<file path="src/rtl/mem_access_pkg.sv">
// Shared size encodings, FSM states and request legality check for the data-memory initiator.
// Misalignment and out-of-range checks are pure combinational helpers.
package mem_access_pkg;

  localparam int unsigned MAX_MEM_INDEX_DEF = 127;

  typedef enum logic [1:0] {
    SIZE_BYTE = 2'b00,
    SIZE_HALF = 2'b01,
    SIZE_WORD = 2'b10,
    SIZE_RSVD = 2'b11
  } size_e;

  typedef enum logic [2:0] {
    ST_IDLE,
    ST_LOAD,
    ST_STORE,
    ST_RMW_READ,
    ST_RMW_WRITE,
    ST_RESP
  } state_e;

  // Any violation skips the memory cycle entirely and answers with resp_err.
  function automatic logic access_err(input logic [1:0] size, input logic [31:0] addr,
                                      input int unsigned max_index);
    logic bad_size, bad_half, bad_word, bad_range;
    bad_size  = (size == SIZE_RSVD);
    bad_half  = (size == SIZE_HALF) && addr[0];
    bad_word  = (size == SIZE_WORD) && (addr[1:0] != 2'b00);
    bad_range = ((addr >> 2) > max_index);
    return bad_size | bad_half | bad_word | bad_range;
  endfunction

endpackage

</file>
<file path="src/rtl/mem_access_unit_if.sv">
// Request/response handshake plus the data-memory mwr/moe/ma/mwd/mrd port.
// slave = the access unit; master = execute stage together with the memory.
interface mem_access_unit_if #(parameter int DATA_W = 32);
  logic              req_valid;
  logic              req_ready;
  logic              req_we;
  logic [1:0]        req_size;
  logic              req_signed;
  logic [DATA_W-1:0] req_addr;
  logic [DATA_W-1:0] req_wdata;
  logic              resp_valid;
  logic              resp_ready;
  logic [DATA_W-1:0] resp_rdata;
  logic              resp_err;
  logic              mwr;
  logic              moe;
  logic [DATA_W-1:0] ma;
  logic [DATA_W-1:0] mwd;
  logic [DATA_W-1:0] mrd;

  modport slave (
    input  req_valid, req_we, req_size, req_signed, req_addr, req_wdata, resp_ready, mrd,
    output req_ready, resp_valid, resp_rdata, resp_err, mwr, moe, ma, mwd
  );

  modport master (
    output req_valid, req_we, req_size, req_signed, req_addr, req_wdata, resp_ready, mrd,
    input  req_ready, resp_valid, resp_rdata, resp_err, mwr, moe, ma, mwd
  );
endinterface

</file>
<file path="src/rtl/mem_lane_align.sv">
// Combinational lane handling: extract/extend a byte or half for loads, merge one into a word for stores.
// Zero latency; no flow control of its own.
module mem_lane_align
  import mem_access_pkg::*;
#(
  parameter int DATA_W = 32
) (
  input  logic [DATA_W-1:0] word,
  input  logic [DATA_W-1:0] wdata,
  input  logic [1:0]        size,
  input  logic [1:0]        offset,
  input  logic              sext,
  output logic [DATA_W-1:0] load_data,
  output logic [DATA_W-1:0] merge_data
);

  function automatic logic [DATA_W-1:0] extract_lane(input logic [DATA_W-1:0] w,
                                                     input logic [1:0] sz,
                                                     input logic [1:0] off,
                                                     input logic sx);
    logic [7:0]        b;
    logic [15:0]       h;
    logic [DATA_W-1:0] r;
    b = w[{off, 3'b000} +: 8];
    h = w[{off[1], 4'b0000} +: 16];
    case (sz)
      SIZE_BYTE: r = {{(DATA_W-8){sx & b[7]}}, b};
      SIZE_HALF: r = {{(DATA_W-16){sx & h[15]}}, h};
      default:   r = w;
    endcase
    return r;
  endfunction

  function automatic logic [DATA_W-1:0] merge_lane(input logic [DATA_W-1:0] w,
                                                   input logic [DATA_W-1:0] d,
                                                   input logic [1:0] sz,
                                                   input logic [1:0] off);
    logic [DATA_W-1:0] r;
    r = w;
    case (sz)
      SIZE_BYTE: r[{off, 3'b000} +: 8]     = d[7:0];
      SIZE_HALF: r[{off[1], 4'b0000} +: 16] = d[15:0];
      default:   r = d;
    endcase
    return r;
  endfunction

  assign load_data  = extract_lane(word, size, offset, sext);
  assign merge_data = merge_lane(word, wdata, size, offset);

endmodule

</file>
<file path="src/rtl/mem_access_unit.sv">
// Load/store sequencer for the data memory: error 1, load/word store 2, sub-word store (RMW) 3 cycles to resp_valid.
// One request outstanding; resp held stable until resp_ready. MEM_ACCESS_STATS_EN adds saturating 16-bit counters.
module mem_access_unit
  import mem_access_pkg::*;
#(
  parameter int unsigned MAX_MEM_INDEX = MAX_MEM_INDEX_DEF,
  parameter int          DATA_W        = 32
) (
  input  logic               clock,
  input  logic               reset_n,
  mem_access_unit_if.slave   bus
`ifdef MEM_ACCESS_STATS_EN
  ,
  output logic [15:0]        load_count,
  output logic [15:0]        store_count,
  output logic [15:0]        err_count
`endif
);

  state_e            state;
  logic [1:0]        size_q;
  logic [1:0]        offset_q;
  logic              sext_q;
  logic [DATA_W-1:0] wdata_q;
  logic              ready_q;
  logic              resp_valid_q;
  logic              resp_err_q;
  logic [DATA_W-1:0] resp_rdata_q;
  logic              mwr_q;
  logic              moe_q;
  logic [DATA_W-1:0] ma_q;
  logic [DATA_W-1:0] mwd_q;

  logic [DATA_W-1:0] load_data;
  logic [DATA_W-1:0] merge_data;
  logic              accept_err;
  logic [DATA_W-1:0] aligned_addr;

  assign accept_err   = access_err(bus.req_size, bus.req_addr, MAX_MEM_INDEX);
  assign aligned_addr = {bus.req_addr[DATA_W-1:2], 2'b00};

  mem_lane_align #(.DATA_W(DATA_W)) u_align (
    .word       (bus.mrd),
    .wdata      (wdata_q),
    .size       (size_q),
    .offset     (offset_q),
    .sext       (sext_q),
    .load_data  (load_data),
    .merge_data (merge_data)
  );

  always_ff @(posedge clock) begin
    if (!reset_n) begin
      state        <= ST_IDLE;
      size_q       <= '0;
      offset_q     <= '0;
      sext_q       <= 1'b0;
      wdata_q      <= '0;
      ready_q      <= 1'b1;
      resp_valid_q <= 1'b0;
      resp_err_q   <= 1'b0;
      resp_rdata_q <= '0;
      mwr_q        <= 1'b0;
      moe_q        <= 1'b0;
      ma_q         <= '0;
      mwd_q        <= '0;
    end else begin
      case (state)
        ST_IDLE: begin
          if (bus.req_valid) begin
            size_q   <= bus.req_size;
            offset_q <= bus.req_addr[1:0];
            sext_q   <= bus.req_signed;
            wdata_q  <= bus.req_wdata;
            ready_q  <= 1'b0;
            if (accept_err) begin
              state        <= ST_RESP;
              resp_valid_q <= 1'b1;
              resp_err_q   <= 1'b1;
              resp_rdata_q <= '0;
            end else if (!bus.req_we) begin
              state <= ST_LOAD;
              moe_q <= 1'b1;
              ma_q  <= aligned_addr;
            end else if (bus.req_size == SIZE_WORD) begin
              state <= ST_STORE;
              mwr_q <= 1'b1;
              ma_q  <= aligned_addr;
              mwd_q <= bus.req_wdata;
            end else begin
              state <= ST_RMW_READ;
              moe_q <= 1'b1;
              ma_q  <= aligned_addr;
            end
          end
        end
        ST_LOAD: begin
          state        <= ST_RESP;
          moe_q        <= 1'b0;
          ma_q         <= '0;
          resp_valid_q <= 1'b1;
          resp_rdata_q <= load_data;
        end
        ST_STORE: begin
          state        <= ST_RESP;
          mwr_q        <= 1'b0;
          ma_q         <= '0;
          mwd_q        <= '0;
          resp_valid_q <= 1'b1;
          resp_rdata_q <= '0;
        end
        // Old word is on mrd now; the merged word is registered so mwd is stable through the write cycle.
        ST_RMW_READ: begin
          state <= ST_RMW_WRITE;
          moe_q <= 1'b0;
          mwr_q <= 1'b1;
          mwd_q <= merge_data;
        end
        ST_RMW_WRITE: begin
          state        <= ST_RESP;
          mwr_q        <= 1'b0;
          ma_q         <= '0;
          mwd_q        <= '0;
          resp_valid_q <= 1'b1;
          resp_rdata_q <= '0;
        end
        ST_RESP: begin
          if (bus.resp_ready) begin
            state        <= ST_IDLE;
            ready_q      <= 1'b1;
            resp_valid_q <= 1'b0;
            resp_err_q   <= 1'b0;
            resp_rdata_q <= '0;
          end
        end
        default: begin
          state   <= ST_IDLE;
          ready_q <= 1'b1;
        end
      endcase
    end
  end

  // Gating with reset_n kills a write already launched when reset lands mid-RMW.
  assign bus.mwr        = mwr_q & reset_n;
  assign bus.moe        = moe_q & reset_n;
  assign bus.ma         = ma_q;
  assign bus.mwd        = mwd_q;
  assign bus.req_ready  = ready_q;
  assign bus.resp_valid = resp_valid_q;
  assign bus.resp_err   = resp_err_q;
  assign bus.resp_rdata = resp_rdata_q;

`ifdef MEM_ACCESS_STATS_EN
  logic enter_load, enter_store, enter_err;

  assign enter_err   = (state == ST_IDLE) && bus.req_valid && accept_err;
  assign enter_load  = (state == ST_LOAD);
  assign enter_store = (state == ST_STORE) || (state == ST_RMW_WRITE);

  always_ff @(posedge clock) begin
    if (!reset_n) begin
      load_count  <= '0;
      store_count <= '0;
      err_count   <= '0;
    end else begin
      if (enter_load && (load_count != 16'hFFFF))   load_count  <= load_count + 16'd1;
      if (enter_store && (store_count != 16'hFFFF)) store_count <= store_count + 16'd1;
      if (enter_err && (err_count != 16'hFFFF))     err_count   <= err_count + 16'd1;
    end
  end
`endif

endmodule
</file>
<file path="src/flat_wrapper.sv">
// flat-port wrapper written by rule: the top's interface ports become plain ports
module mem_access_unit_flat import mem_access_pkg::*;
#(
  parameter int unsigned MAX_MEM_INDEX = MAX_MEM_INDEX_DEF,
  parameter int          DATA_W        = 32
)
  (clock, reset_n, bus_req_valid, bus_req_we, bus_req_size, bus_req_signed, bus_req_addr, bus_req_wdata, bus_resp_ready, bus_mrd, bus_req_ready, bus_resp_valid, bus_resp_rdata, bus_resp_err, bus_mwr, bus_moe, bus_ma, bus_mwd);
  mem_access_unit_if #(.DATA_W(DATA_W)) bus_i ();
  input  logic clock;
  input  logic reset_n;
  input wire logic [$bits(bus_i.req_valid)-1:0] bus_req_valid;
  input wire logic [$bits(bus_i.req_we)-1:0] bus_req_we;
  input wire logic [$bits(bus_i.req_size)-1:0] bus_req_size;
  input wire logic [$bits(bus_i.req_signed)-1:0] bus_req_signed;
  input wire logic [$bits(bus_i.req_addr)-1:0] bus_req_addr;
  input wire logic [$bits(bus_i.req_wdata)-1:0] bus_req_wdata;
  input wire logic [$bits(bus_i.resp_ready)-1:0] bus_resp_ready;
  input wire logic [$bits(bus_i.mrd)-1:0] bus_mrd;
  output wire logic [$bits(bus_i.req_ready)-1:0] bus_req_ready;
  output wire logic [$bits(bus_i.resp_valid)-1:0] bus_resp_valid;
  output wire logic [$bits(bus_i.resp_rdata)-1:0] bus_resp_rdata;
  output wire logic [$bits(bus_i.resp_err)-1:0] bus_resp_err;
  output wire logic [$bits(bus_i.mwr)-1:0] bus_mwr;
  output wire logic [$bits(bus_i.moe)-1:0] bus_moe;
  output wire logic [$bits(bus_i.ma)-1:0] bus_ma;
  output wire logic [$bits(bus_i.mwd)-1:0] bus_mwd;
  assign bus_i.req_valid = bus_req_valid;
  assign bus_i.req_we = bus_req_we;
  assign bus_i.req_size = bus_req_size;
  assign bus_i.req_signed = bus_req_signed;
  assign bus_i.req_addr = bus_req_addr;
  assign bus_i.req_wdata = bus_req_wdata;
  assign bus_i.resp_ready = bus_resp_ready;
  assign bus_i.mrd = bus_mrd;
  assign bus_req_ready = bus_i.req_ready;
  assign bus_resp_valid = bus_i.resp_valid;
  assign bus_resp_rdata = bus_i.resp_rdata;
  assign bus_resp_err = bus_i.resp_err;
  assign bus_mwr = bus_i.mwr;
  assign bus_moe = bus_i.moe;
  assign bus_ma = bus_i.ma;
  assign bus_mwd = bus_i.mwd;
  mem_access_unit #(.MAX_MEM_INDEX(MAX_MEM_INDEX), .DATA_W(DATA_W)) u_core (.clock(clock), .reset_n(reset_n), .bus(bus_i));
endmodule
</file>
<file path="config.mk">
export PLATFORM = sky130hd
export DESIGN_NAME = mem_access_unit_flat
export DESIGN_NICKNAME = d
export VERILOG_FILES = /design/src/rtl/mem_access_pkg.sv /design/src/rtl/mem_access_unit_if.sv /design/src/rtl/mem_lane_align.sv /design/src/rtl/mem_access_unit.sv /design/src/flat_wrapper.sv
export SDC_FILE = /design/constraint.sdc
export NUM_CORES = 1
export LEC_CHECK = 0
export ABC_AREA = 1
export CORE_MARGIN = 2
export CORE_UTILIZATION = 42
export DETAILED_ROUTE_END_ITERATION = 10
export PLACE_DENSITY = 0.72
export REMOVE_ABC_BUFFERS = 1
export SLEW_MARGIN = 20
export SYNTH_ARGS = -nofsm -noshare
export SYNTH_HDL_FRONTEND = slang
export SYNTH_SLANG_ARGS = --single-unit
</file>
<file path="constraint.sdc">
create_clock -name clock -period 3.1 [get_ports clock]
set_input_delay 0.62 -clock clock [delete_from_list [all_inputs] [get_ports clock]]
set_output_delay 0.62 -clock clock [all_outputs]
set_load 0.01 [all_outputs]
</file>
# Word-level counts from Yosys, hierarchy flattened

Cells that the tools add are included.

Flip-flop bits (word level): 141
Bits of input ports: 104
Output and inout port bits: 101

Magnitude comparators: 1
Add/sub/neg operators: 2
Bitwise gates (word level): 8
Shift operators: 6
Reductions and logical operators: 24
Muxes and demuxes: 40
Eq/ne operators: 16

Operators by type and width:

| kind                    | count |
|---|---|
| $mux 32                 | 9 |
| $pmux 32 s2             | 3 |
| $pmux 32 s4             | 1 |
| $pmux 32 s3             | 1 |
| $bwmux 32               | 2 |
| $shift 16x7->32 const A | 1 |
| $shift 8x7->32 const A  | 1 |
| $shiftx 16x7->32        | 1 |
| $shiftx 32x6->16        | 1 |
| $shiftx 32x6->8         | 1 |
| $shiftx 8x7->32         | 1 |
| $gt 30x7->1 const B     | 1 |
| $reduce_and 4->1        | 4 |
| $mux 1                  | 14 |
| $neg 5->7               | 2 |
| $mux 3                  | 4 |
| $pmux 3 s4              | 1 |
| $pmux 1 s3              | 3 |
| $ne 2x2->1 const B      | 4 |
| $reduce_bool 2->1       | 4 |
| $eq 3x2->1 const B      | 2 |
| $eq 3x3->1 const B      | 2 |
| $reduce_and 3->1        | 2 |
| $reduce_bool 3->1       | 2 |
| 18 further kinds        | 30 |

# Depth between registers and ports, before layout

Word-level depth: 8
Gate-level depth with buffers: 15
Mapped depth without buffers: 11

# Cells and area by module

Synthesis repeated with hierarchy kept, for this count alone.

Cells, all modules: 1,355
Area, all modules: 8,294.2 µm²

By module, submodules not included:

| module          | instances | cells each | area an instance (µm²) | sequential area each (µm²) |
|---|---|---|---|---|
| mem_access_unit | 1         | 950        | 6,304.8                | 2,782.7 |
| mem_lane_align  | 1         | 405        | 1,989.4                | 0.0 |

# Least setup slack after synthesis

OpenSTA, ideal clock, no wires.

Path kind: register to register
Start: register u_core.offset_q[1]
End: register u_core.mwd_q[25], in the netlist u_core.bus.mwd[25]
Setup slack: 0.959 ns
Data required time: 3.036 ns
Arrival: 2.077 ns
Stages on the path, launching flop included: 16
Setup time: 0.064 ns
Period minus slack after synthesis: 2.141 ns
Cells stage by stage: dfxtp_1 > buf_2 > inv_1 > buf_2 > buf_2 > ha_1 > inv_1 > clkbuf_1 > nand3_1 > o21ai_0 > nand2_1 > nand2_1 > nand2_1 > nand2_1 > nor2_1 > nor2_1

Cells in the longest elaborated chain, start to end: 5

RTL lines:

| item                                     | RTL line                                   | source |
|---|---|---|
| start: declaration                       | mem_access_unit.sv:22                      | `logic [1:0] offset_q;` |
| start signal: assignment                 | mem_access_unit.sv:72                      | `offset_q <= bus.req_addr[1:0];` |
| $neg 5->7, on equally long branches      | mem_lane_align.sv:42, mem_lane_align.sv:41 |  |
| $shiftx 16x7->32 (tied with other cells) | mem_lane_align.sv:42                       | `SIZE_HALF: r[{off[1], 4'b0000} +: 16] = d[15:0];` |
| $bwmux 32, on equally long branches      | mem_lane_align.sv:42, mem_lane_align.sv:41 |  |
| $pmux 32 s2 (*)                          | mem_lane_align.sv:40                       | `case (sz)` |
| $pmux 32 s3 (*)                          | mem_access_unit.sv:68                      | `case (state)` |
| end signal: assignment                   | mem_access_unit.sv:89                      | `mwd_q <= bus.req_wdata;` |
| end signal: assignment                   | mem_access_unit.sv:117                     | `mwd_q <= merge_data;` |
| end: declaration                         | mem_access_unit.sv:32                      | `logic [DATA_W-1:0] mwd_q;` |

Mark *: on every way between the ends. The rest lies on a longest branch, timed or not.
A chain may end at the register's enable or synchronous reset.

# Worst setup path after layout

Start: register u_core.offset_q[0]
End: register u_core.mwd_q[14], in the netlist u_core.bus.mwd[14]

Cells in the longest elaborated chain, start to end: 5

RTL lines:

| item                                              | RTL line              | source |
|---|---|---|
| $neg 5->7 (*)                                     | mem_lane_align.sv:41  | `SIZE_BYTE: r[{off, 3'b000} +: 8] = d[7:0];` |
| $shiftx 8x7->32 or $shift 8x7->32 (tied branches) | mem_lane_align.sv:41  |  |
| $bwmux 32 (*)                                     | mem_lane_align.sv:41  |  |
| $pmux 32 s2 (*)                                   | mem_lane_align.sv:40  |  |
| $pmux 32 s3 (*)                                   | mem_access_unit.sv:68 |  |

Marks and branches as above.

==> flow_summary_export.csv <==
group,metric,value,unit
clocking,clkTransAtPathRegs,0.06,ns
yosys,yosysWarnings,0,
hold_path,min-delay-path-class,"reg -> reg",
drt,drt-initial-drc-count,859,
clocking,cts_max_level,4,
sta,hold_viol,0,
drt,drt-total-wl,25810,µm
sta,timing.final.crit_period,2.357,ns
floorplan,die_w,140.7,µm
power_and_ir_drop,peakVddDrop,396.9,µV
grt,antenna_found_initial,0,
worst_setup_path,cp.required,3.47,ns
sta,clock-skew-final,0.008548,ns
yosys,avgSynthCellArea,6.266,µm²
drt,drc,0,
sta,hold_slack,0.4393,ns
yosys,synth_edf_count,0,
hold_path,min-delay-start,"u_core.bus.ma[10]$_SDFFE_PN0P_",
power_and_ir_drop,power_density,677.7,nW/µm²
clocking,numCtsBuffers,17,
sta,period_share,76.04,%
sta,tightest_slew,0.9816,ns
drt,wire_per_inst,15.58,µm
sta,setup_viol,0,
sta,setup_tns,0,ns
grt,grt_pass1_wl,41230,µm
yosys,postSynthCellCount,1252,
yosys,synth_ff_type,"dfxtp_1",
worst_setup_path,worstPathMaxFanout,21,
finish,fin_nets,1525,
floorplan,rows,49,
yosys,async_flop_share,0,%
outcome,status,"finished, final reports clean",
sta,slew_headroom,34.38,%
place,post-dp-hpwl,18590,µm
clocking,cts_buffer_depth,2,
power_and_ir_drop,p_leak,0.004610,µW
yosys,synth_area_leaders,"dfxtp_1 35%, nand2_1 18%, a21oi_1 10%",
drt,antenna_left,0,
finish,syn2layout_area_growth,33.91,%
clocking,cts_setup_buffers,0,
sta,rsz0062_at_grt,"false",
worst_setup_path,crit_path_start_kind,"register",
grt,grt_pass1_vias,8053,
finish,drive_gt1_share,6.583,%
clocking,root_buffer,"clkbuf_16",
sta,slew_violations,0,
hold_path,min_delay_path_depth,2,
floorplan,start_util,43.23,%
yosys,synth.most_common_cell,"nand2_1",
floorplan,ios,205,
floorplan,die_h,140.7,µm
sta,fmaxAchievable,424.2,MHz
place,gp_congestion,0.9111,
yosys,ys_seq_area_share,35.47,%
clocking,clock_sinks,139,
finish,n_antenna_cell,0,
floorplan,die_area,19790,µm²
drt,first_pass_iters,5,
worst_setup_path,arrival,2.73,ns
clocking,clock_latency,0.43,ns
power_and_ir_drop,power,7119,µW
floorplan,fp.coreArea,18150,µm²
grt,grt_overflow,0,
flow_run,max_cap_viol_count,0,
clocking,post_cts_resize_count,0,
place,portBuffers,202,
worst_setup_path,r2r_cells,12,
yosys,synth_common_cells,"377 x nand2_1, 162 x a21oi_1, 139 x dfxtp_1",
finish,fin_util,57.89,%
yosys,yosysTopAreaCell,"dfxtp_1",
clocking,postCtsHoldBufs,0,
drt,via_count,8527,
worst_setup_path,cp-startpoint,"u_core.offset_q[0]$_SDFFE_PN0P_",
worst_setup_path,worstSetupPathType,"reg -> reg",
yosys,synth.distinct_cells,32,
worst_setup_path,crit_path_end_kind,"register",
grt,grt_max_degree,67,
grt,grt_use_total,25.84,%
worst_setup_path,r2r-start,"u_core.offset_q[0]$_SDFFE_PN0P_",
yosys,synth_top_area_share,35.47,%
drt,vias_per_cell,5.146,
clocking,cts_tree,"done",
yosys,synth.cell_area,7845,µm²
yosys,ys_ff_latch,139,
cells in the final DEF, fill, tap and decap left out, drive strengths merged:
| cell type | n |
|---|---|
| nor3 | 4 |
| nand4 | 1 |
| buf | 18 |
| a22oi | 10 |
| nor2 | 132 |
| nand3 | 90 |
| clkinv | 6 |
| and2 | 3 |
| inv | 136 |
| o211ai | 11 |
| clkdlybuf4s50 | 201 |
| clkbuf | 19 |
| clkinvlp | 2 |
| dfxtp | 139 |
| or2 | 3 |
| o21ai | 79 |
| a21oi | 162 |
| o2111ai | 2 |
| conb | 2 |
| bufinv | 4 |
| o221ai | 2 |
| ha | 5 |
| nand2 | 397 |
report_power, final:
| part | leakage [µW] | total (µW) | internal, µW | switching (µW) |
|---|---|---|---|---|
| combinational | 0.00318 | 2720 | 1040 | 1690 |
| sequential | 0.00113 | 2230 | 2060 | 167 |
| clock | 0.000299 | 2170 | 1360 | 812 |
| total | 0.00461 | 7120 | 4450 | 2660 |
final timing paths:
check                                                        to  slack [ns]
worst max-delay path            u_core.bus.mwd[14]$_SDFFE_PN0P_        0.74
worst min-delay path             u_core.bus.ma[10]$_SDFFE_PN0P_        0.44
worst max register to register  u_core.bus.mwd[14]$_SDFFE_PN0P_        0.74
worst min register to register   u_core.bus.ma[10]$_SDFFE_PN0P_        0.44
critical path, cell delays in order (launching register included):
cell     delay [ns]
dfxtp_1        0.30
buf_4          0.23
inv_1          0.18
ha_1           0.26
inv_1          0.36
nand3_1        0.21
o21ai_0        0.26
nand2_1        0.10
nand2_1        0.08
nand2_1        0.07
nand2_1        0.09
nor2_1         0.04
nor2_1         0.10
cell type report:
type,count,area (µm²)
fill,1779,7642
multi-input combinational,903,4126
sequential,139,2784
timing repair buffer,219,2182
inverter,136,510.5
clock buffer,19,442.9
tap,229,286.5
clock inverter,12,172.7
sequential cells by signal, summed over array words and instances, names as in the netlist:
name                   cells
u_core.bus.ma             30
u_core.bus.mwd            32
u_core.bus.req_ready       1
u_core.bus.resp_err        1
u_core.bus.resp_rdata     32
u_core.bus.resp_valid      1
u_core.moe_q               1
u_core.mwr_q               1
u_core.offset_q            2
u_core.sext_q              1
u_core.size_q              2
u_core.state               3
u_core.wdata_q            32
logic make-up after synthesis:
family,count (synthesis),synth area share [%]
AND/OR/NAND/NOR,630,33.80
AO/OA/AOI/OAI,266,17.88
buffers and inverters,211,12.01
flip-flops,139,35.47
adder cells (fa/ha/maj),5,0.7974
other,1,0.04780
metal layers:
layer / wire length (µm) / vias to the layer above / track usage (%)
met3: 2307 / 51 / 7.473
met2: 11680 / 367 / 41.82
met5: 0 / - / 0
met1: 11090 / 3814 / 32.90
li1: - / 4295 / -
met4: 736 / 0 / 9.368
per-stage QoR:
stage	worst slack (ns)	instances	cell area, µm²
detailed placement	0.4017	1626	9887
finish	0.7426	1657	10510
global placement	0.4902	1626	9887
global route	0.5394	1657	10510
CTS	0.8092	1657	10500
floorplan	-0.009934	1178	7417
No activity file was read; power rests on OpenSTA's default activity.
==> RTL change 1 (config.mk and constraints unchanged) <==
Encoding of `state_e`: now one-hot (6 bits for 6 states).
--- a/src/rtl/mem_access_pkg.sv
+++ b/src/rtl/mem_access_pkg.sv
@@ -12,11 +12,11 @@
   } size_e;
 
-  typedef enum logic [2:0] {
-    ST_IDLE,
-    ST_LOAD,
-    ST_STORE,
-    ST_RMW_READ,
-    ST_RMW_WRITE,
-    ST_RESP
+  typedef enum logic [5:0] {
+    ST_IDLE      = 6'b000001,
+    ST_LOAD      = 6'b000010,
+    ST_STORE     = 6'b000100,
+    ST_RMW_READ  = 6'b001000,
+    ST_RMW_WRITE = 6'b010000,
+    ST_RESP      = 6'b100000
   } state_e;
 
Behaviour: no difference found for any inputs over 4 cycles, from zero or initial values and one cycle with reset_n low; so few cycles prove little.
==> RTL change 1 against the unedited design <==
Synthesized cell count grew 10%. Worst setup slack improved by 0.011 ns. Routed wire length grew 2.2%. Total power fell by 5.6%. Cell area grew 3.5%. Synthesized area rose by 3.4%. Sequential cell count is 3 higher. Critical path type unchanged. Critical endpoint is now u_core.bus.mwd[23]. Largest cell class unchanged. Highest routed layer unchanged.
==> RTL change 1: results (changes against the unedited design) <==
Status
Result of the run: finished, final reports clean (unchanged).

Layout
The fraction of final layout cells sized beyond drive strength 1 came to 5.14% (was 6.58%). The number of inserted filler cells in the final layout is 1819 (was 1779). The count of nets after finishing was 1652 (was 1525). The multi-input logic area came to 4320 sq um (was 4130 sq um). The number of standard cells in the layout, taps in and fillers out is 1816 (was 1657).

Place
The final RePlAce weighted congestion is 0.952 (was 0.911). The placed cell area is 10300 sq um (was 9890 sq um). The worst setup slack after placement is 0.491 ns (was 0.402 ns). The post-detailed-placement half-perimeter wirelength was 18800 um (was 18600 um).

Timing
The worst clock skew is 0.00736 ns (was 0.00855 ns). The actual transition at the worst max-transition pin is 0.731 ns (was 0.982 ns).

Power and ir drop
The cell leakage power is 5.06 nW (was 4.61 nW). The maximum vdd ir drop is 0.459 mV (was 0.397 mV).

Global routing
The maximum number of pins on one net before global-route repair is 66 (was 67). The wire length of the first global-routing pass is 41800 um (was 41200 um). The total global-route track usage is 25.8% (about the same).

Detailed routing
The DRC marker count from the first detailed-route iteration is 580 (was 859). The number of vias per cell after detailed routing came to 5.03 (was 5.15). The detailed-route wire length per cell is 14.5 um (was 15.6 um).

Synth
The unique cell type count in the Yosys netlist came to 33 (was 32). Commonest cells post-synth: sky130_fd_sc_hd__nand2_1 (394), sky130_fd_sc_hd__nor2_1 (281), sky130_fd_sc_hd__inv_1 (152), sky130_fd_sc_hd__dfxtp_1 (142), sky130_fd_sc_hd__o21ai_0 (112) (was sky130_fd_sc_hd__nand2_1 (377), sky130_fd_sc_hd__a21oi_1 (162), sky130_fd_sc_hd__dfxtp_1 (139), sky130_fd_sc_hd__inv_1 (128), sky130_fd_sc_hd__nor2_1 (126)). Top area cells in the synthesized netlist: sky130_fd_sc_hd__dfxtp_1 (35%), sky130_fd_sc_hd__nand2_1 (18%), sky130_fd_sc_hd__nor2_1 (13%), sky130_fd_sc_hd__inv_1 (7.0%), sky130_fd_sc_hd__o21ai_0 (6.9%) (was sky130_fd_sc_hd__dfxtp_1 (35%), sky130_fd_sc_hd__nand2_1 (18%), sky130_fd_sc_hd__a21oi_1 (10%), sky130_fd_sc_hd__inv_1 (6.1%), sky130_fd_sc_hd__nor2_1 (6.0%)).

Setup path
The worst path arrival time is 2.72 ns (was 2.73 ns). The maximum fanout along the worst path is 25 (was 21). The delay of the slowest critical-path stage is 0.58 ns (was 0.36 ns). The critical-path cell with the highest stage delay is sky130_fd_sc_hd__nor2_1 (was sky130_fd_sc_hd__inv_1).

Clock tree
The number of cells upsized or downsized after cts is 0 (unchanged). The maximum level of the CTS H-tree came to 4 (unchanged).
RTL change 1: changes by cell type after synthesis, sizes merged, moves of 6 or more:
cell	unedited run	this run
a21oi	162	76
a22oi	10	0
clkbuf	32	40
inv	136	158
nand3	90	65
nand4	1	16
nor2	132	290
nor3	4	10
o21ai	79	114
RTL change 1: path summary, 6_finish.rpt:
path | startpoint | endpoint | slack (ns) | cells past startpoint
worst max-delay path | u_core.offset_q[1] | u_core.bus.mwd[23] | 0.75 | 12
worst min-delay path | u_core.bus.ma[11] | u_core.bus.ma[11] | 0.44 | 2
worst max register to register | u_core.offset_q[1] | u_core.bus.mwd[23] | 0.75 | 12
worst min register to register | u_core.bus.ma[11] | u_core.bus.ma[11] | 0.44 | 2
RTL change 1: power breakdown:
group | switching, W | internal (W)
sequential | 0.000161 | 0.00210
clock | 0.000950 | 0.00115
combinational | 0.00142 | 0.000942
RTL change 1: final cells by class:
class | count | share of cell area (%)
timing repair buffer | 224 | 20.2
sequential | 142 | 26.1
clock inverter | 15 | 1.57
clock buffer | 17 | 3.91
inverter | 159 | 5.49
multi-input combinational | 999 | 39.7
tap | 260 | 2.99
RTL change 1: cells by family after synthesis:
logic type	Yosys count	synth area share, %
fa+ha+maj	5	0.771
compound gates	208	13.4
flops	142	35.0
simple gates	784	38.9
buf+inv	238	11.9
other cells	1	0.0462
RTL change 1: routing by layer:
layer / vias up / part of all wire, % / global-route usage (%)
li1: 4610 / - / -
met1: 4099 / 45 / 34.8
met2: 383 / 45 / 40.8
met3: 51 / 7.4 / 4.73
met4: 0 / 2.5 / 10.2
met5: - / 0 / 0
RTL change 1: critical path: cells and delay by family (launching register included):
kind	cells	cell delay (ns)
simple gates	8	1.08
buf+inv	4	0.87
flops	1	0.34
==> RTL change 2 (same settings) <==
Made on the original files. `MAX_MEM_INDEX_DEF`: 127 -> 63.
--- a/src/rtl/mem_access_pkg.sv
+++ b/src/rtl/mem_access_pkg.sv
@@ -3,5 +3,5 @@
 package mem_access_pkg;
 
-  localparam int unsigned MAX_MEM_INDEX_DEF = 127;
+  localparam int unsigned MAX_MEM_INDEX_DEF = 63;
 
   typedef enum logic [1:0] {
Check against the original RTL: not equivalent (a bounded check fails within 4 cycles, from zero or initial values and one cycle with reset_n low).
==> RTL change 2 against the unedited design <==
Cell area hardly changed. Worst hold slack got worse by 0.0076 ns. Total power down 0.75%. Synthesized area is 0.53% lower. Via count up 0.97%. Worst setup slack got worse by 0.070 ns. Routed wire length decreased by 1.7%. Sequential cell count unchanged. Critical path type unchanged. Critical endpoint is now u_core.bus.mwd[4]. Largest cell class unchanged. Highest routed layer is now met5.
==> RTL change 2: results (changes against the unedited design) <==
Status
Result of the run: finished, final reports clean (unchanged).

Power and ir drop
The cell leakage power is 4.36 nW (was 4.61 nW). The maximum vdd ir drop is 0.490 mV (was 0.397 mV).

Detailed routing
The number of iterations in the first detailed-routing pass is 7 (was 5). The total routed wire length on the met1 layer was 10500 um (was 11100 um). The detailed-route wire length per cell is 15.4 um (was 15.6 um). The top layer reached by signal wires is met5 (was met4). The detailed route wirelength on metal3 is 2670 um (was 2310 um). The DRC marker count from the first detailed-route iteration is 803 (was 859).

Timing
The worst clock skew is 0.00860 ns (was 0.00855 ns). The actual transition at the worst max-transition pin is 0.884 ns (was 0.982 ns).

Global routing
The wire length of the first global-routing pass is 40400 um (was 41200 um). The via count of the first global-routing pass came to 8016 (was 8053). The number of antenna violations at the first check in global routing is 2 (was 0). The maximum number of pins on one net before global-route repair is 51 (was 67). The total global-route track usage is 25.4% (was 25.8%).

Synth
Commonest cells post-synth: sky130_fd_sc_hd__nand2_1 (373), sky130_fd_sc_hd__dfxtp_1 (139), sky130_fd_sc_hd__a21oi_1 (135), sky130_fd_sc_hd__nand3_1 (123), sky130_fd_sc_hd__inv_1 (120) (was sky130_fd_sc_hd__nand2_1 (377), sky130_fd_sc_hd__a21oi_1 (162), sky130_fd_sc_hd__dfxtp_1 (139), sky130_fd_sc_hd__inv_1 (128), sky130_fd_sc_hd__nor2_1 (126)). The unique cell type count in the Yosys netlist was 37 (was 32). Top area cells in the synthesized netlist: sky130_fd_sc_hd__dfxtp_1 (36%), sky130_fd_sc_hd__nand2_1 (18%), sky130_fd_sc_hd__a21oi_1 (8.7%), sky130_fd_sc_hd__nand3_1 (7.9%), sky130_fd_sc_hd__inv_1 (5.8%) (was sky130_fd_sc_hd__dfxtp_1 (35%), sky130_fd_sc_hd__nand2_1 (18%), sky130_fd_sc_hd__a21oi_1 (10%), sky130_fd_sc_hd__inv_1 (6.1%), sky130_fd_sc_hd__nor2_1 (6.0%)). The register area share after synthesis is 35.7% (was 35.5%).

Setup path
The worst path arrival time is 2.79 ns (was 2.73 ns). The maximum fanout along the worst path is 22 (was 21).

Place
The placed cell area was 9900 sq um (was 9890 sq um). The worst setup slack after placement is 0.451 ns (was 0.402 ns). The final RePlAce weighted congestion is 0.926 (was 0.911).

The post-detailed-placement half-perimeter wirelength is 18100 um (was 18600 um). The count of buffers inserted at the top-level ports is 202 (unchanged).

Layout
The fraction of final layout cells sized beyond drive strength 1 came to 6.98% (was 6.58%). The count of nets after finishing is 1515 (was 1525).

Clock tree
The maximum level of the CTS H-tree came to 4 (unchanged).
-- RTL change 2: metrics by stage --
step,std cells,power [W]
after floorplan,1166,0.00389
after global placement,1616,0.00497
after detailed placement,1616,0.00502
after CTS,1648,0.00708
after global routing,1648,0.00752
final,1649,0.00707
-- RTL change 2: power by group through the flow --
stage | clock network (W) | registers (W) | logic, W
finish | 0.00205 | 0.00224 | 0.00278
global route | 0.00215 | 0.00228 | 0.00309
CTS | 0.00208 | 0.00224 | 0.00276
detailed placement | 0 | 0.00228 | 0.00274
global placement | 0 | 0.00227 | 0.00270
floorplan | 0 | 0.00238 | 0.00151
-- RTL change 2: final timing paths --
| check | slack (ns) | startpoint | end | cells past startpoint |
|---|---|---|---|---|
| min reg2reg | 0.43 | u_core.bus.ma[12] | u_core.bus.ma[12] | 2 |
| max reg2reg | 0.67 | u_core.offset_q[1] | u_core.bus.mwd[4] | 9 |
| max | 0.67 | u_core.offset_q[1] | u_core.bus.mwd[4] | 9 |
| min | 0.43 | u_core.bus.ma[12] | u_core.bus.ma[12] | 2 |
-- RTL change 2: cell families (layout without fill, tap and decap cells) --
family                   Yosys count  count (layout)  share of synthesized area (%)
AO/OA/AOI/OAI                    237             237                           16.1
adder cells (fa/ha/maj)            5               5                          0.802
buffers and inverters            205             383                           11.2
flip-flops                       139             139                           35.7
other                              1               3                         0.0481
AND/OR/NAND/NOR                  653             653                           36.2
-- RTL change 2: area by class of cell --
class	instances	area [sq um]
Clock inverter	15	165
Clock buffer	17	425
Timing Repair Buffer	221	2180
Sequential cell	139	2780
Multi-Input combinational cell	897	4160
Tap cell	229	287
Inverter	130	495
Antenna cell	1	2.50
Fill cell	1746	7590
-- RTL change 2: critical path, stage by stage, from the launching register on --
cell	delay [ns]
sky130_fd_sc_hd__dfxtp_1	0.32
sky130_fd_sc_hd__inv_1	0.18
sky130_fd_sc_hd__buf_4	0.28
sky130_fd_sc_hd__nor2_2	0.59
sky130_fd_sc_hd__inv_1	0.20
sky130_fd_sc_hd__o21ai_2	0.19
sky130_fd_sc_hd__nor2_1	0.07
sky130_fd_sc_hd__o21ai_0	0.36
sky130_fd_sc_hd__nor2_1	0.07
sky130_fd_sc_hd__nor2_1	0.10
-- RTL change 2: per-layer routing --
layer  vias up  track usage, %
met2       376            41.6
met4         2            9.20
met1      3868            31.4
met5         -               0
li1       4315               -
met3        49            8.34
